--- config.mk ---
export PLATFORM = sky130hd
export DESIGN_NAME = video_frame_sync_ctrl
export DESIGN_NICKNAME = d
export VERILOG_FILES = /design/src/rtl/video_sync_pkg.sv /design/src/rtl/sync_edge_det.sv /design/src/rtl/video_frame_sync_ctrl.sv
export SDC_FILE = /design/constraint.sdc
export NUM_CORES = 1
export LEC_CHECK = 0
export ABC_AREA = 1
export CAP_MARGIN = 5
export CELL_PAD_IN_SITES_DETAIL_PLACEMENT = 0
export CELL_PAD_IN_SITES_GLOBAL_PLACEMENT = 1
export CORE_ASPECT_RATIO = 1.2
export CORE_MARGIN = 1.5
export CORE_UTILIZATION = 39
export DETAILED_ROUTE_END_ITERATION = 7
export PLACE_DENSITY_LB_ADDON = 0.1
export SLEW_MARGIN = 0
export SYNTH_ARGS = -nofsm -noshare
export SYNTH_HDL_FRONTEND = slang
export SYNTH_SLANG_ARGS = --single-unit
--- constraint.sdc ---
create_clock -name video_clk -period 4.46 [get_ports video_clk]
set_input_delay 0.892 -clock video_clk [delete_from_list [all_inputs] [get_ports video_clk]]
set_output_delay 0.892 -clock video_clk [all_outputs]
set_load 0.02 [all_outputs]
--- src/rtl/video_sync_pkg.sv ---
// rtl/video_sync_pkg.sv - shared state encoding, counter widths and saturation limits for video frame sync
package video_sync_pkg;

    typedef enum logic [2:0] {
        IDLE   = 3'd0,
        FLUSH  = 3'd1,
        FILL   = 3'd2,
        RUN    = 3'd3,
        RESYNC = 3'd4
    } state_t;

    localparam int UF_CNT_W     = 16;
    localparam int RESYNC_CNT_W = 8;
    localparam int DELAY_CNT_W  = 20;
    localparam int GOOD_CNT_W   = 4;

    typedef logic [UF_CNT_W-1:0]     uf_cnt_t;
    typedef logic [RESYNC_CNT_W-1:0] rs_cnt_t;
    typedef logic [DELAY_CNT_W-1:0]  delay_t;
    typedef logic [GOOD_CNT_W-1:0]   good_t;

    localparam uf_cnt_t UF_CNT_MAX     = 16'hFFFF;
    localparam rs_cnt_t RESYNC_CNT_MAX = 8'hFF;

endpackage

--- src/rtl/sync_edge_det.sv ---
// rtl/sync_edge_det.sv - optional N-flop synchroniser followed by a registered rising-edge pulse
module sync_edge_det #(
    parameter int DEPTH = 2
) (
    input  logic clk,
    input  logic rst,
    input  logic din,
    output logic rise
);

    logic synced;
    logic prev_q;

    generate
        if (DEPTH == 0) begin : g_direct
            assign synced = din;
        end else begin : g_sync
            logic [DEPTH-1:0] sync_q;

            // shift the raw input through DEPTH flops to settle metastability
            always_ff @(posedge clk) begin
                if (rst) begin
                    sync_q <= '0;
                end else begin
                    sync_q <= (sync_q << 1) | DEPTH'(din);
                end
            end

            assign synced = sync_q[DEPTH-1];
        end
    endgenerate

    // one-cycle registered pulse on a 0->1 transition of the settled signal
    always_ff @(posedge clk) begin
        if (rst) begin
            prev_q <= 1'b0;
            rise   <= 1'b0;
        end else begin
            prev_q <= synced;
            rise   <= synced & ~prev_q;
        end
    end

endmodule

--- src/rtl/video_frame_sync_ctrl.sv ---
// rtl/video_frame_sync_ctrl.sv - camera/display frame sequencer and phase-lock supervisor (option: VIDEO_UNDERFLOW_RESYNC_EN)
module video_frame_sync_ctrl
    import video_sync_pkg::*;
#(
    parameter int FLUSH_CYCLES = 8,
    parameter int START_DELAY  = 1024,
    parameter int LOCK_FRAMES  = 4
) (
    input  logic          video_clk,
    input  logic          rst,
    input  logic          cam_vs,
    input  logic          fifo_empty,
    input  logic          tg_vs,
    input  logic          tg_de,
    output logic          tg_rst,
    output logic          fifo_rst,
    output logic          locked,
    output logic [15:0]   underflow_cnt,
    output logic [7:0]    resync_cnt
);

    localparam delay_t FLUSH_LOAD = delay_t'(FLUSH_CYCLES);
    localparam delay_t FILL_LOAD  = delay_t'(START_DELAY);
    localparam good_t  LOCK_VAL   = good_t'(LOCK_FRAMES);

    logic   cam_rise;
    logic   tg_rise;
    state_t state_q, state_d;
    delay_t dly_q, dly_d;
    logic [1:0] win_q, win_d, win_sum;
    logic   first_q, first_d;
    good_t  good_q, good_d;
    logic   uf_event;

    sync_edge_det #(.DEPTH(2)) u_cam_edge (
        .clk  (video_clk),
        .rst  (rst),
        .din  (cam_vs),
        .rise (cam_rise)
    );

    sync_edge_det #(.DEPTH(0)) u_tg_edge (
        .clk  (video_clk),
        .rst  (rst),
        .din  (tg_vs),
        .rise (tg_rise)
    );

    assign uf_event = (state_q == RUN) && tg_de && fifo_empty;

    // state, phase-window and delay counter registers
    always_ff @(posedge video_clk) begin
        if (rst) begin
            state_q <= IDLE;
            dly_q   <= '0;
            win_q   <= '0;
            first_q <= 1'b0;
            good_q  <= '0;
        end else begin
            state_q <= state_d;
            dly_q   <= dly_d;
            win_q   <= win_d;
            first_q <= first_d;
            good_q  <= good_d;
        end
    end

    // next-state: sequencing countdowns and the per-frame tg_vs phase check
    always_comb begin
        state_d = state_q;
        dly_d   = dly_q;
        win_d   = win_q;
        first_d = first_q;
        good_d  = good_q;
        // a tg_rise coincident with cam_rise belongs to the window being closed
        win_sum = win_q + {1'b0, tg_rise};
        case (state_q)
            IDLE: begin
                if (cam_rise) begin
                    state_d = FLUSH;
                    dly_d   = FLUSH_LOAD;
                end
            end
            FLUSH: begin
                if (dly_q <= delay_t'(1)) begin
                    state_d = FILL;
                    dly_d   = FILL_LOAD;
                end else begin
                    dly_d = dly_q - delay_t'(1);
                end
            end
            FILL: begin
                // a zero delay still spends one cycle here
                if (dly_q <= delay_t'(1)) begin
                    state_d = RUN;
                    win_d   = '0;
                    first_d = 1'b1;
                end else begin
                    dly_d = dly_q - delay_t'(1);
                end
            end
            RUN: begin
                if (cam_rise) begin
                    win_d = '0;
                    if (first_q) begin
                        first_d = 1'b0;
                    end else if (win_sum == 2'd1) begin
                        if (good_q != LOCK_VAL) begin
                            good_d = good_q + good_t'(1);
                        end
                    end else begin
                        state_d = RESYNC;
                    end
                end else begin
                    win_d = (win_sum == 2'd3) ? 2'd2 : win_sum;
                end
`ifdef VIDEO_UNDERFLOW_RESYNC_EN
                if (uf_event) begin
                    state_d = RESYNC;
                end
`else
`endif
            end
            RESYNC: begin
                state_d = IDLE;
                good_d  = '0;
            end
            default: begin
                state_d = IDLE;
            end
        endcase
    end

    // registered outputs follow the state one cycle later; counters saturate
    always_ff @(posedge video_clk) begin
        if (rst) begin
            tg_rst        <= 1'b0;
            fifo_rst      <= 1'b0;
            locked        <= 1'b0;
            underflow_cnt <= '0;
            resync_cnt    <= '0;
        end else begin
            tg_rst   <= (state_q == RUN);
            fifo_rst <= (state_q == FLUSH);
            locked   <= (state_q == RUN) && (good_q == LOCK_VAL);
            if (uf_event && (underflow_cnt != UF_CNT_MAX)) begin
                underflow_cnt <= underflow_cnt + 16'd1;
            end
            if ((state_q == RESYNC) && (resync_cnt != RESYNC_CNT_MAX)) begin
                resync_cnt <= resync_cnt + 8'd1;
            end
        end
    end

endmodule

==> run summary, run 1 <==
Worst-path clk slew: 70 ps
Tmin final: 2520 ps
worst-path maximum fanout: 30
H-tree depth: 3
leak pwr: 1.62 nW
share of cells above drive strength 1: 9.59%
Final HPWL DP: 5.58 mm
# DRC: 0
Max Fclk: 0.397 GHz
diodes inserted: 0
Mapped Area: 3430 µm²
critical path capture point type: flip-flop
DR iter-0 viols: 182
Area after DPL: 3830 µm²
outcome: finished clean
router iterations before antenna repair: 4
synthesized netlist cell count: 494
CP bufs+invs: 3
Syn Nets: 507
slew of the pin with the lowest slew margin: 988 ps
DR vias/cell: 4.88
I/O Buffers: 32
via count: 3164
CP peak stage delay: 750 ps
critical path depth in cells: 5
hold_buf cts: 0
vias in the first global route: 2885
# IOs: 33
Critical-path top delay cell: inv_1
normalized max-slew margin: 34.0%
Layout fillers: 873
Initial Util: 40.1%
final setup skew: 7.81 ps
Worst EP required: 4720 ps
setup TNS: 0 ps
Seq cells post-synth: 63
Site Rows: 37
largest net degree at the start of global routing: 31
ys flop type: dfxtp_1
critical path launch point type: primary input
Skew-Pair Late Insertion Delay: 340 ps
fraction of registers with async set/reset: 0%
Post-CTS Setup Repair Bufs: 0
GPL Wtd Cong: 0.780
Worst Reg2Reg Path Length in Cells: 10
hold path depth: 1
Die X: 88.6 µm
cts bufs inserted: 9
Area growth syn-to-layout: 18.3%
Total GRT Usage: 18.3%
crit-path cells: clkdlybuf4s50_1 > buf_4 > inv_1 > nand2_1 > a211oi_1
Worst Path Arrival: 2780 ps
nets@finish: 540
first-pass GRT wire length: 13.3 mm
ANT nets after route: 0
min-delay worst type: flip-flop to flip-flop
WS Path Type: primary input to flip-flop
Die H: 106 µm
register area share after synthesis: 36.8%
DR WL/cell: 12.3 µm
Yosys warnings: 0
CTS max path bufs: 2
Post-synth EDFFs: 0
fin crit share: 56.4%
Fin. Hold Viols: 0
final slew viol count: 0
max cap viols: 0
antenna violations before repair: 0
CTS resizes: 0
final setup fails: 0
Max VDD drop: 0.228 mV
Distinct cells, synth: 37
Die Area: 9370 µm²
Root Buffer Master: clkbuf_8
CTS tree: done
Pwr Density: 688 nW/µm²
clock sinks: 63
WL final: 7.98 mm
family with the most delay on the worst path: buffers and inverters
Design Area, Final: 4060 µm²
RSZ-0062 raised after global routing: no
core region area: 8560 µm²
Mean Syn Cell Area: 6.94 µm²
Overflow after GRT: 0
==> stage by stage <==
step           util, %  power, mW  cells  hold slack, ps  worst slack, ps
5_1_grt           47.4       3.07    649             403             1730
3_3_place_gp      44.8       2.22    633             378             1550
6_report          47.4       2.79    649             391             1940
3_5_place_dp      44.8       2.23    633             384             1520
4_1_cts           47.4       2.81    649             394             1900
2_1_floorplan        -       1.96    494             374             2710
==> worst paths after layout <==
check / start / endpoint / slack, ps
setup / recovery: rst / good_q[1] / 1940
hold reg to reg: u_cam_edge.prev_q / u_cam_edge.rise / 390
setup reg to reg: dly_q[0] / dly_q[5] / 2290
hold / removal: u_cam_edge.prev_q / u_cam_edge.rise / 390
==> power by group <==
group / internal [mW] / switching, mW / total (mW)
Combinational: 0.485 / 0.982 / 1.47
Clock: 0.345 / 0.224 / 0.569
Sequential: 0.660 / 0.0963 / 0.757
==> registers in the layout, summed over array words and instances (netlist names) <==
| name | flops |
|---|---|
| fifo_rst | 1 |
| u_tg_edge.rise | 1 |
| u_cam_edge.g_sync.sync_q | 2 |
| state_q | 3 |
| win_q | 2 |
| first_q | 1 |
| u_cam_edge.rise | 1 |
| locked | 1 |
| dly_q | 20 |
| u_tg_edge.prev_q | 1 |
| good_q | 4 |
| resync_cnt | 8 |
| underflow_cnt | 16 |
| u_cam_edge.prev_q | 1 |
| tg_rst | 1 |
==> layout by cell type, fill, tap and decap left out, types with 13 or more instances in the layout <==
| cell type | n |
|---|---|
| a21oi_1 | 22 |
| clkdlybuf4s50_1 | 32 |
| dfxtp_1 | 63 |
| inv_1 | 71 |
| nand2_1 | 89 |
| nand3_1 | 38 |
| nand4_1 | 19 |
| nor2_1 | 77 |
| nor3_1 | 13 |
| o21ai_0 | 21 |
==> synth_stat cells, types with 3 or more instances <==
master / instances / area share (%)
a21oi_1: 22 / 3.2
a21oi_2: 11 / 2.8
buf_2: 5 / 0.73
dfxtp_1: 63 / 37
ha_1: 7 / 2.6
inv_1: 71 / 7.8
inv_2: 3 / 0.33
nand2_1: 89 / 9.7
nand2_2: 6 / 1.1
nand2_4: 3 / 0.98
nand3_1: 38 / 5.5
nand3_4: 3 / 1.5
nand4_1: 19 / 3.5
nor2_1: 77 / 8.4
nor2_2: 3 / 0.55
nor3_1: 13 / 1.9
o21ai_0: 21 / 3.1
o21bai_1: 5 / 1.1
xnor2_1: 6 / 1.5
==> worst reg2reg max path: cells and delay by family, from the launching register on <==
kind,cells,cell delay (ps)
simple gates,7,1200
flops,1,340
fa+ha+maj,1,240
compound gates,1,170
buf+inv,1,150
==> metal layers <==
metal	track usage [%]	part of all wire [%]
met1	23.1	48
met2	29.3	48
met3	3.52	2.6
met4	9.04	1.2
met5	0	0
==> final cells by class <==
| cell class | instances | area (µm²) | share of cell area, % |
|---|---|---|---|
| Timing Repair Buffer | 33 | 328 | 8.08 |
| Clock inverter | 3 | 65.1 | 1.60 |
| Inverter | 74 | 278 | 6.84 |
| Clock buffer | 13 | 159 | 3.91 |
| Sequential cell | 63 | 1260 | 31.1 |
| Tap cell | 117 | 146 | 3.61 |
| Multi-Input combinational cell | 346 | 1820 | 44.9 |
==> cells by family after synthesis <==
| kind of cell | after synthesis | share of synthesized area [%] |
|---|---|---|
| xor+xnor | 8 | 2.04 |
| flops | 63 | 36.8 |
| compound gates | 65 | 11.4 |
| simple gates | 266 | 37.1 |
| fa+ha+maj | 7 | 2.55 |
| buf+inv | 85 | 10.1 |
No activity file was read; power rests on OpenSTA's default activity.
==> run 2: changes to the inputs <==
- clock period: 4.46 -> 2.39 ns (I/O delays scaled with it)
==> run 2 against run 1 <==
  * Critical path depth rose by 7
  * Critical path type is now flip-flop to flip-flop
  * Flip-flop and latch count unchanged
  * Via count decreased by 0.88%
  * Combinational power up 87%
  * Largest power group unchanged
==> run summary, run 2 (synthesis results as in run 1) <==
critical path capture point type: flip-flop
DR iter-0 viols: 136
first-pass GRT wire length: 13.6 mm
most frequent cells in the layout: 89 x nand2_1, 77 x nor2_1, 71 x inv_1
Overflow after GRT: 0
Total GRT Usage: 18.5%
Largest register FFs: 20
Worst R2R Start: dly_q[0]
I/O Buffers: 32
critical path launch point type: flip-flop
Top reg by flops: dly_q
router iterations before antenna repair: 4
outcome: finished clean
CTS tree: done
DR vias/cell: 4.81
Max VDD drop: 0.460 mV
cts bufs inserted: 9
P_sw: 2.43 mW
Fin. Hold Viols: 0
DR WL/cell: 12.3 µm
Worst EP required: 2630 ps
normalized max-slew margin: 67.0%
Site Rows: 37
Die X: 88.6 µm
Regs by FF count: dly_q (20), underflow_cnt (16), resync_cnt (8)
Sw Ratio: 47.6%
H-tree depth: 3
slew of the pin with the lowest slew margin: 495 ps
Layout fillers: 895
WL final: 8.00 mm
hold_buf cts: 0
# IOs: 33
ANT nets after route: 0
Max Fclk: 0.501 GHz
fin crit share: 83.6%
Skew-Pair Late Insertion Delay: 340 ps
Seq pwr share: 27.6%
Pwr Density: 1260 nW/µm²
WS Path Type: flip-flop to flip-flop
setup TNS: 0 ps
final setup fails: 0
CTS max path bufs: 2
vias in the first global route: 3002
Root Buffer Master: clkbuf_8
leak pwr: 1.63 nW
core region area: 8560 µm²
Die H: 106 µm
final slew viol count: 0
Final Power: 5.11 mW
crit path from: dly_q[0]
nets@finish: 544
R2R setup slack: 390 ps
diodes inserted: 0
# DRC: 0
Die Area: 9370 µm²
Post-CTS Setup Repair Bufs: 0
Pint: 2.68 mW
CTS resizes: 0
largest net degree at the start of global routing: 27
r2r endpoint: dly_q[19]
register area: 1260 µm²
Final HPWL DP: 5.80 mm
min-delay worst type: flip-flop to flip-flop
combinational share of power: 53.9%
share of cells above drive strength 1: 10.3%
GPL Wtd Cong: 0.841
Worst Reg2Reg Path Length in Cells: 12
Tmin final: 2000 ps
RSZ-0062 raised after global routing: no
max cap viols: 0
clock sinks: 63
worst-path maximum fanout: 23
Area after DPL: 3860 µm²
Placement Setup Slack: 386 ps
antenna violations before repair: 0
final setup skew: 10.6 ps
Clock power frac: 18.5%
Worst Path Arrival: 2230 ps
commonest non-fill, non-tap cell in the layout: nand2_1
Worst-path clk slew: 70 ps
Design Area, Final: 4060 µm²
CP endpoint: dly_q[19]
Area growth syn-to-layout: 18.4%
Worst Setup Slack, final: 392 ps
via count: 3136
multi-input logic area: 1820 µm²
Initial Util: 40.1%
run 2: cell count changes in the layout (fill, tap and decap cells not counted):
cell,delta
clkbuf_1,-1
buf_4,+4
clkinvlp_4,+1
bufinv_16,-1
run 2: how the worst min path moves through the flow:
stage / cells after the start / slack, ps / startpoint / endpoint
2_1_floorplan: 1 / 370 / u_cam_edge.prev_q / u_cam_edge.rise
3_3_place_gp: 1 / 380 / u_tg_edge.prev_q / u_tg_edge.rise
3_5_place_dp: 1 / 380 / u_cam_edge.prev_q / u_cam_edge.rise
4_1_cts: 1 / 400 / u_cam_edge.prev_q / u_cam_edge.rise
5_1_grt: 1 / 420 / u_tg_edge.prev_q / u_tg_edge.rise
6_report: 1 / 390 / u_cam_edge.prev_q / u_cam_edge.rise
run 2: area by class of cell:
class	count	share of cell area, %
tap	117	3.60
sequential	63	31.0
multi-input combinational	346	44.8
timing repair buffer	37	8.81
inverter	74	6.84
clock inverter	3	1.05
clock buffer	12	3.82
run 2: worst max-delay path, stage by stage (launching register included):
cell and delay, ps:
dfxtp_1 340, inv_1 150, ha_1 230, nand2_2 90, nor2_4 150, nand2_1 80
nand2_2 90, nand3_4 250, buf_4 260, nand3_1 80, nand2_1 60, nand3_1 60
nor2_1 40
run 2: through the flow:
step / hold WS [ps] / util (%) / cells
4_1_cts: 398 / 47.4 / 652
6_report: 393 / 47.4 / 652
3_5_place_dp: 382 / 45.1 / 637
2_1_floorplan: 374 / - / 494
3_3_place_gp: 379 / 45.1 / 637
5_1_grt: 417 / 47.4 / 652
run 2: power groups by stage:
stage          clock (mW)  combinational [mW]  sequential [mW]
3_5_place_dp            0                2.76             1.43
6_report            0.946                2.75             1.41
4_1_cts             0.980                2.77             1.41
2_1_floorplan           0                2.28             1.39
5_1_grt              1.03                3.11             1.44
3_3_place_gp            0                2.77             1.43
run 2: metal layers:
layer,vias to the layer above,GRT usage [%],part of all wire [%],routed length (µm)
met2,41,31.1,49,3940
met3,17,4.31,3.4,270
met5,-,0,0,0
met1,1418,22.4,46,3640
li1,1660,-,-,-
met4,0,6.92,1.9,154
